[config.mk]
export PLATFORM = sky130hd
export DESIGN_NAME = period_pulse_gen
export DESIGN_NICKNAME = d
export VERILOG_FILES = /design/src/rtl/period_pulse_gen.sv
export SDC_FILE = /design/constraint.sdc
export NUM_CORES = 1
export LEC_CHECK = 0
export ABC_CLOCK_PERIOD_IN_PS = 23100
export BUFFER_PORTS_ARGS = -buffer_cell sky130_fd_sc_hd__buf_4
export CELL_PAD_IN_SITES_DETAIL_PLACEMENT = 0
export CELL_PAD_IN_SITES_GLOBAL_PLACEMENT = 1
export CORE_MARGIN = 2
export CORE_UTILIZATION = 50
export CTS_CLUSTER_DIAMETER = 100
export DETAILED_ROUTE_END_ITERATION = 8
export PLACE_DENSITY_LB_ADDON = 0.1
export SLEW_MARGIN = 5
export SYNTH_ARGS = -nofsm -noshare
export SYNTH_HDL_FRONTEND = slang
export SYNTH_SLANG_ARGS = --single-unit
[constraint.sdc]
create_clock -name clk -period 23.1 [get_ports clk]
set_clock_uncertainty 0.05 [all_clocks]
set_input_delay 4.62 -clock clk [delete_from_list [all_inputs] [get_ports clk]]
set_output_delay 4.62 -clock clk [all_outputs]
set_load 0.1 [all_outputs]
[src/rtl/period_pulse_gen.sv]
// period_pulse_gen: programmable periodic pulse generator.
// Rising edges of pulse_out are exactly one active period apart; the high time
// is programmable. New period/high values wait in a shadow until the next
// period boundary. A rising edge on sync_in restarts the period.
// Optional feature macro PULSE_TRIM_EN: one-shot signed adjust of one period.
module period_pulse_gen #(
  parameter int unsigned WIDTH          = 32,
  parameter int unsigned DEFAULT_PERIOD = 10000000,
  parameter int unsigned DEFAULT_HIGH   = 1000000
) (
  input  logic             clk,
  input  logic             rst,
  input  logic             enable,
  input  logic [WIDTH-1:0] period_in,
  input  logic [WIDTH-1:0] high_in,
  input  logic             load,
  input  logic             sync_in,
  input  logic [15:0]      trim_in,
  input  logic             trim_valid,
  output logic             pulse_out,
  output logic             boundary,
  output logic             pending,
  output logic [WIDTH-1:0] period_count
);

  // state | meaning
  // IDLE  | output low, counter held at 0, waiting for enable
  // RUN   | counting through the active period, pulse high for high time
  localparam logic [0:0] S_IDLE = 1'b0;
  localparam logic [0:0] S_RUN  = 1'b1;

  localparam logic [WIDTH-1:0] RST_PER  = WIDTH'(DEFAULT_PERIOD);
  localparam logic [WIDTH-1:0] RST_HIGH = WIDTH'(DEFAULT_HIGH);

  function automatic logic [WIDTH-1:0] clamp_per(input logic [WIDTH-1:0] p);
    return (p < WIDTH'(2)) ? WIDTH'(2) : p;
  endfunction

  function automatic logic [WIDTH-1:0] clamp_high(input logic [WIDTH-1:0] h,
                                                  input logic [WIDTH-1:0] p);
    return (h >= p) ? (p - WIDTH'(1)) : h;
  endfunction

  logic [0:0]       state_q, state_d;
  logic [WIDTH-1:0] cnt_q, cnt_d;
  logic             pulse_q, pulse_d;
  logic             bnd_q, bnd_d;
  logic [WIDTH-1:0] pc_q, pc_d;
  logic [WIDTH-1:0] per_act_q, per_act_d, high_act_q, high_act_d;
  logic [WIDTH-1:0] sh_per_q, sh_per_d, sh_high_q, sh_high_d;
  logic             pend_q, pend_d;
  logic [2:0]       sync_q;

  logic             sync_pulse, starting, wrap, new_period;
  logic [WIDTH-1:0] ld_per, ld_high, nxt_per, nxt_high;
  logic [WIDTH-1:0] new_len, new_high, cur_per, cur_high;

  // sync_q[1:0] synchronize sync_in, sync_q[2] delays once more for edge detect
  assign sync_pulse = sync_q[1] & ~sync_q[2];

  assign ld_per  = clamp_per(period_in);
  assign ld_high = clamp_high(high_in, ld_per);

  // Parameters for a period that starts this cycle: a coincident load
  // bypasses the shadow, otherwise a pending shadow is applied.
  assign nxt_per  = load ? ld_per  : (pend_q ? sh_per_q  : per_act_q);
  assign nxt_high = load ? ld_high : (pend_q ? sh_high_q : high_act_q);

  assign starting   = (state_q == S_IDLE) && enable;
  assign wrap       = (state_q == S_RUN) && enable &&
                      ((cnt_q == cur_per - WIDTH'(1)) || sync_pulse);
  assign new_period = starting || wrap;

`ifdef PULSE_TRIM_EN
  logic [15:0]             trim_q, trim_d;
  logic                    trim_pend_q, trim_pend_d;
  logic [WIDTH-1:0]        len_q, len_d, lhigh_q, lhigh_d;
  logic signed [WIDTH+1:0] trim_sum;
  logic [WIDTH-1:0]        trim_len;

  assign trim_sum = $signed({2'b00, nxt_per}) +
                    $signed({{(WIDTH-14){trim_q[15]}}, trim_q});

  // Saturate the trimmed length into [2, 2^WIDTH-1]
  always_comb begin
    trim_len = trim_sum[WIDTH-1:0];
    if (trim_sum[WIDTH+1] || (!trim_sum[WIDTH] && (trim_sum[WIDTH-1:0] < WIDTH'(2))))
      trim_len = WIDTH'(2);
    else if (trim_sum[WIDTH])
      trim_len = '1;
  end

  assign new_len  = trim_pend_q ? trim_len : nxt_per;
  assign cur_per  = len_q;
  assign cur_high = lhigh_q;

  // Trim is consumed by the first period that starts after it was captured
  always_comb begin
    trim_d      = trim_q;
    trim_pend_d = trim_pend_q;
    len_d       = len_q;
    lhigh_d     = lhigh_q;
    if (new_period) begin
      len_d       = new_len;
      lhigh_d     = new_high;
      trim_pend_d = 1'b0;
    end
    if (trim_valid) begin
      trim_d      = trim_in;
      trim_pend_d = 1'b1;
    end
  end

  // Trim and effective-length registers
  always_ff @(posedge clk) begin
    if (rst) begin
      trim_q      <= '0;
      trim_pend_q <= 1'b0;
      len_q       <= RST_PER;
      lhigh_q     <= RST_HIGH;
    end else begin
      trim_q      <= trim_d;
      trim_pend_q <= trim_pend_d;
      len_q       <= len_d;
      lhigh_q     <= lhigh_d;
    end
  end
`else
  logic unused_trim;
  assign unused_trim = ^{trim_in, trim_valid};
  assign new_len     = nxt_per;
  assign cur_per     = per_act_q;
  assign cur_high    = high_act_q;
`endif

  assign new_high = clamp_high(nxt_high, new_len);

  // Next-state for the period FSM, counter, outputs and shadow registers
  always_comb begin
    state_d    = state_q;
    cnt_d      = cnt_q;
    pulse_d    = pulse_q;
    bnd_d      = 1'b0;
    pc_d       = pc_q;
    per_act_d  = per_act_q;
    high_act_d = high_act_q;
    sh_per_d   = sh_per_q;
    sh_high_d  = sh_high_q;
    pend_d     = pend_q;
    case (state_q)
      S_IDLE: begin
        cnt_d   = '0;
        pulse_d = 1'b0;
        if (enable) begin
          state_d = S_RUN;
          bnd_d   = 1'b1;
          pulse_d = (new_high != '0);
        end
      end
      default: begin
        if (!enable) begin
          state_d = S_IDLE;
          cnt_d   = '0;
          pulse_d = 1'b0;
        end else if (wrap) begin
          cnt_d   = '0;
          bnd_d   = 1'b1;
          pc_d    = pc_q + WIDTH'(1);
          pulse_d = (new_high != '0);
        end else begin
          cnt_d   = cnt_q + WIDTH'(1);
          pulse_d = ((cnt_q + WIDTH'(1)) < cur_high);
        end
      end
    endcase
    if (new_period) begin
      per_act_d  = nxt_per;
      high_act_d = nxt_high;
      pend_d     = 1'b0;
    end else if (load) begin
      sh_per_d  = ld_per;
      sh_high_d = ld_high;
      pend_d    = 1'b1;
    end
  end

  // State registers with synchronous reset
  always_ff @(posedge clk) begin
    if (rst) begin
      state_q    <= S_IDLE;
      cnt_q      <= '0;
      pulse_q    <= 1'b0;
      bnd_q      <= 1'b0;
      pc_q       <= '0;
      per_act_q  <= RST_PER;
      high_act_q <= RST_HIGH;
      sh_per_q   <= RST_PER;
      sh_high_q  <= RST_HIGH;
      pend_q     <= 1'b0;
      sync_q     <= '0;
    end else begin
      state_q    <= state_d;
      cnt_q      <= cnt_d;
      pulse_q    <= pulse_d;
      bnd_q      <= bnd_d;
      pc_q       <= pc_d;
      per_act_q  <= per_act_d;
      high_act_q <= high_act_d;
      sh_per_q   <= sh_per_d;
      sh_high_q  <= sh_high_d;
      pend_q     <= pend_d;
      sync_q     <= {sync_q[1:0], sync_in};
    end
  end

  assign pulse_out    = pulse_q;
  assign boundary     = bnd_q;
  assign pending      = pend_q;
  assign period_count = pc_q;

endmodule

== After elaboration in Yosys (flattened, before gate mapping) ==
Cells that the tools add are included.
Operators by class
  multiplexer cells: 15
  add/subtract/negate cells: 5
  bitwise logic cells: 5
  shift-type cells: 0
  divide/modulo/power cells: 0
  multiply operators: 0
  eq/ne operators: 1
  reductions and logical operators: 10
  magnitude comparators: 4
Operator list (count)
  two-way mux 32 bit: 7
  subtractor 32 x 1 -> 32 bit (second input constant): 3
  adder 32 x 1 -> 32 bit (second input constant): 2
  >= comparator 32 bit: 2
  == test 32 bit: 1
  less-than comparator 32 x 2 -> 1 bit (second input constant): 1
  less-than comparator 32 bit: 1
  nonzero test 32 bit: 1
  two-way mux 1 bit: 8
  NOT 1 bit: 4
  OR reduction 4 bit: 1
  logical AND 1 bit: 3
  AND reduction 3 bit: 1
  logical OR 1 bit: 2
  AND reduction 2 bit: 1
  OR reduction 2 bit: 1
  bitwise AND 1 bit: 1
Word-level totals
  logic and storage cells: 51
  bits in latches: 0
  memory bits (read-only): 0
  register bits: 199
  output and inout port bits: 35
  memories kept: 0
  RAM bits: 0

== Longest topological paths before layout ==
  depth in word-level cells: 11
  depth in mapped cells: 30
  gate-level depth less buffers: 27

== Worst setup path after synthesis ==
OpenSTA, ideal clock, no wires.
  kind: input-to-reg
  from: input port period_in[27]
  to: register pulse_q, in the netlist pulse_out
  library setup time: 127 ps
  slack: 12451 ps
  data arrival time: 10472 ps
  stages on the path: 26
  cells stage by stage: or4_1 -> nor3_1 -> and3_1 -> nand2_1 -> nand2_1 -> inv_1 -> ha_1 -> nor3b_1 -> o21a_1 -> o41ai_1 -> o21a_1 -> clkbuf_1 -> nor2_1 -> clkbuf_1 -> nor2_1 -> a21oi_1 -> a21oi_1 -> ha_1 -> nand2b_1 -> a2111oi_0 -> nor4_1 -> or4b_2 -> a211o_1 -> or4b_1 -> a211oi_1 -> a31oi_1
On the way
  cells in the longest elaborated chain, start to end: 11
  elaborated cells on any way between the ends: 15
  classes of those cells: add/sub: 2; order compare: 3; mux: 9; reduce/logical: 1
RTL lines
  start: declaration: line 14  | input logic [WIDTH-1:0] period_in,
  less-than comparator 32 x 2 -> 1 bit (*): line 36  | return (p < WIDTH'(2)) ? WIDTH'(2) : p;
  two-way mux 32 bit (*): line 36
  named net ld_per[0]: line 55  | logic [WIDTH-1:0] ld_per, ld_high, nxt_per, nxt_high;
  subtractor 32 x 1 -> 32 bit or >= comparator 32 bit (tied branches): line 41  | return (h >= p) ? (p - WIDTH'(1)) : h;
  two-way mux 32 bit: line 41
  two-way mux 32 bit: line 67  | assign nxt_high = load ? ld_high : (pend_q ? sh_high_q : high_act_q);
  >= comparator 32 bit: line 41
  two-way mux 32 bit (*): line 41
  nonzero test 32 bit (*): line 157, 169
  two-way mux 1 bit: line 165  | end else if (wrap) begin
  two-way mux 1 bit: line 161  | if (!enable) begin
  two-way mux 1 bit (*): line 150  | case (state_q)
  end signal: assignment: line 204  | pulse_q <= pulse_d;
  end: declaration: line 46  | logic pulse_q, pulse_d;
Mark *: on every way through the listed nets, which the timed path passes. The rest lies on a longest branch.
A chain may end at the register's enable or synchronous reset.

== Worst setup path in the final report ==
Ends and elaborated chain as after synthesis.

==> results by group <==
Setup path
  – CP Class: input port to flip-flop
  – Startpoint Class: input port
  – Required @ worst endpoint: ~23 ns
  – CP peak stage delay: roughly 0.88 ns
  – CP arrival: 12.45 ns
  – Worst Path Buf+Inv: 4
  – Critical path capture point type: flip-flop
  – Crit-path max FO: 26
  – Slowest CP cell: nor2_2
  – Crit-path most repeated cell: buf_4
  – Top delay family on crit path: simple AND/OR/NAND/NOR gates

Yosys
  – Mapped cell area: 0.0139 sq mm
  – Syn avg cell area: 8.23 sq um
  – Primary FF master, synth: dfxtp_1
  – Warnings, synthesis: 0
  – Largest cells by area after synthesis: dfxtp_1 (29%), ha_1 (9.0%), mux2i_1 (6.8%), xnor2_1 (4.8%), nand2_1 (3.9%)
  – Synthesized flop and latch total: about 200
  – Syn Inst Count: approximately 1700
  – Number of nets produced by synthesis: ~1900
  – Post-synthesis sequential area ratio: roughly 29%
  – Post-synth top area share: 28.7%
  – Yosys top cell by area: dfxtp_1
  – Post-synth cell types: 83
  – Ys async rst share: 0%
  – Number of synthesized flops with an enable pin: 0

STA
  – Minimum clock period: around 12 ns
  – PnR worst setup slack: 10.90 ns
  – RSZ-0062 raised after global routing: false
  – Rel. slew slack: 24.6%
  – Setup tns final: 0 ns
  – Fin. Hold Viols: 0
  – Pins Over Slew Limit: 0
  – Setup violators final: 0
  – FMAX: slightly above 80 MHz
  – Crit share post-route: between 50% and 60%
  – Pin slew with the least headroom to its limit: about 1.1 ns

Floorplan
  – Die area: between 0.02 and 0.03 sq mm
  – I/O pin count: approximately 120
  – Height of the die: 171 um
  – Initial Utilization: roughly 50%
  – Core region area: 0.0276 sq mm
  – DIE WIDTH: between 150 and 200 um
  – Cell Rows: a little over 60

Placed design
  – Final HPWL DP: around 32000 um
  – Placer Congestion: around 0.87
  – Pre-CTS WS: roughly 11 ns
  – Port bufs: 103

Global routing
  – Total GRT Usage: roughly 30%
  – Vias in the first global route: around 12000
  – Gr ovfl total: 0
  – First-pass GRT wire length: between 60000 and 70000 um
  – Initial antenna violation count: 0
  – Largest net degree at the start of global routing: 78

Final layout
  – Layout cell share with drive strength beyond 1: about an eighth
  – Final-stage net count: 1916
  – Layout area overhead: 11.4%
  – N_diodes: 0
  – Fill cells: between 2000 and 3000

Clocking
  – Postcts setup bufs: 0
  – Total CTS buffers: 17
  – CTS root buf: clkbuf_16
  – CTS Hold Bufs: 0
  – H-tree lvl count: 4
  – CTS tree: done
  – Post-CTS sizing: 0
  – Clock buffer depth: 2
  – Clock transition at path regs: around 0.08 ns
  – Sink Count: about 200
  – Worst skew pair latency: 0.45 ns

Pwr
  – LEAKAGE: 6.47 nW
  – Maximum vdd drop: ~0.048 mV
  – Power Total: ~0.00087 W
  – Cell Pwr Density: about 56 mW/mm^2

Detailed routing
  – Vias post-DR: around 13000
  – Routed len/inst: between 20 and 25 um
  – DRC: 0
  – Antenna Nets Post-Route: 0
  – Final WL: ~43000 um
  – DR pass1 iterations: 5
  – Vias per std cell: just under 6
  – Drt initial violations: 822

Hold path
  – HP Class: flip-flop to flip-flop

Run status
  – Status: completed

Run
  – Maxcap violations: 0
==> cell usage in the layout (no fill, tap or decap), types with 40 or more instances in the layout <==
cell      Yosys  routed
mux2i_1      95      95
nand2_1     144     144
nor2_1      136     135
o21ai_0      70      70
nor3_1       40      40
and3_1       43      43
o211ai_1     41      41
xnor2_1      76      76
ha_1        100     100
buf_4         2     121
dfxtp_1     199     198
a21oi_1      68      67
inv_1        90      90
==> cell usage after synthesis (7+ instances only) <==
library cell and count:
a211o_1 8, a211oi_1 15, a21o_1 22, a21oi_1 68, a221oi_1 7, a2bb2oi_1 13
a31oi_1 14, and3_1 43, buf_1 12, buf_2 9, clkbuf_1 72, dfxtp_1 199
ha_1 100, inv_1 90, mux2_2 39, mux2i_1 95, nand2_1 144, nand2b_1 7
nand3_1 34, nand3b_1 7, nand4_1 33, nor2_1 136, nor2b_1 37, nor3_1 40
nor4_1 29, o211ai_1 41, o21a_1 11, o21ai_0 70, o2bb2ai_1 24, or2_2 7
or3_1 24, or4_1 23, xnor2_1 76, xor2_1 20
==> metrics by stage <==
stage	instance area, sq um	util, %	hold WS, ns	instances
CTS	15500	56.1	0.402	2121
detailed placement	14900	54.0	0.384	2089
floorplan	13900	-	0.364	1688
finish	15500	56.1	0.398	2121
global placement	14900	54.0	0.368	2089
global route	15500	56.1	0.430	2121
==> final timing paths <==
check / from / to / slack, ns / depth (start not counted)
max: period_in[27] / pulse_out$_SDFF_PP0_ / 10.90 / 26
min: sync_q[0]$_SDFF_PP0_ / sync_q[1]$_SDFF_PP0_ / 0.40 / 1
max reg2reg: cur_per[0]$_SDFFE_PP0P_ / sh_high_q[20]$_SDFFE_PP0P_ / 17.35 / 15
min reg2reg: sync_q[0]$_SDFF_PP0_ / sync_q[1]$_SDFF_PP0_ / 0.40 / 1
==> registers in the layout, summed over array words and instances (netlist names) <==
name and count:
state_q 1, sh_high_q 32, cnt_q 32, cur_high 32, cur_per 32, boundary 1
pulse_out 1, sync_q 3, pending 1, period_count 32, sh_per_q 32
==> cell type report <==
class / instances / area [sq um] / area share, %
Clock buffer: 18 / 439 / 2.84
Inverter: 93 / 349 / 2.26
Clock inverter: 14 / 133 / 0.858
Multi-Input combinational cell: 1298 / 9170 / 59.3
Timing Repair Buffer: 121 / 908 / 5.87
Tap cell: 378 / 473 / 3.06
Sequential cell: 199 / 3990 / 25.8
==> metal layers <==
layer  vias up  global-route usage, %  share of wire (%)
met2       293                   53.1                 49
met3        60                   4.19                4.4
met1      6047                   36.8                 43
li1       6257                      -                  -
met5         -                      0                  0
met4         0                   10.9                3.3
==> cell families (layout without fill, tap and decap cells) <==
group           count (synthesis)  after routing  synth area share [%]
compound gates                368            368                  18.4
xor+xnor                       97             97                  6.23
fa+ha+maj                     100            100                  9.01
buf+inv                       191            246                  5.46
flops                         199            199                  28.7
mux                           134            134                  10.0
simple gates                  599            599                  22.2
==> power by group <==
part	switching, W	internal [W]
registers	0.0000148	0.000358
logic	0.000119	0.0000763
clock network	0.000152	0.000146
(Power assumes the default switching activity.)
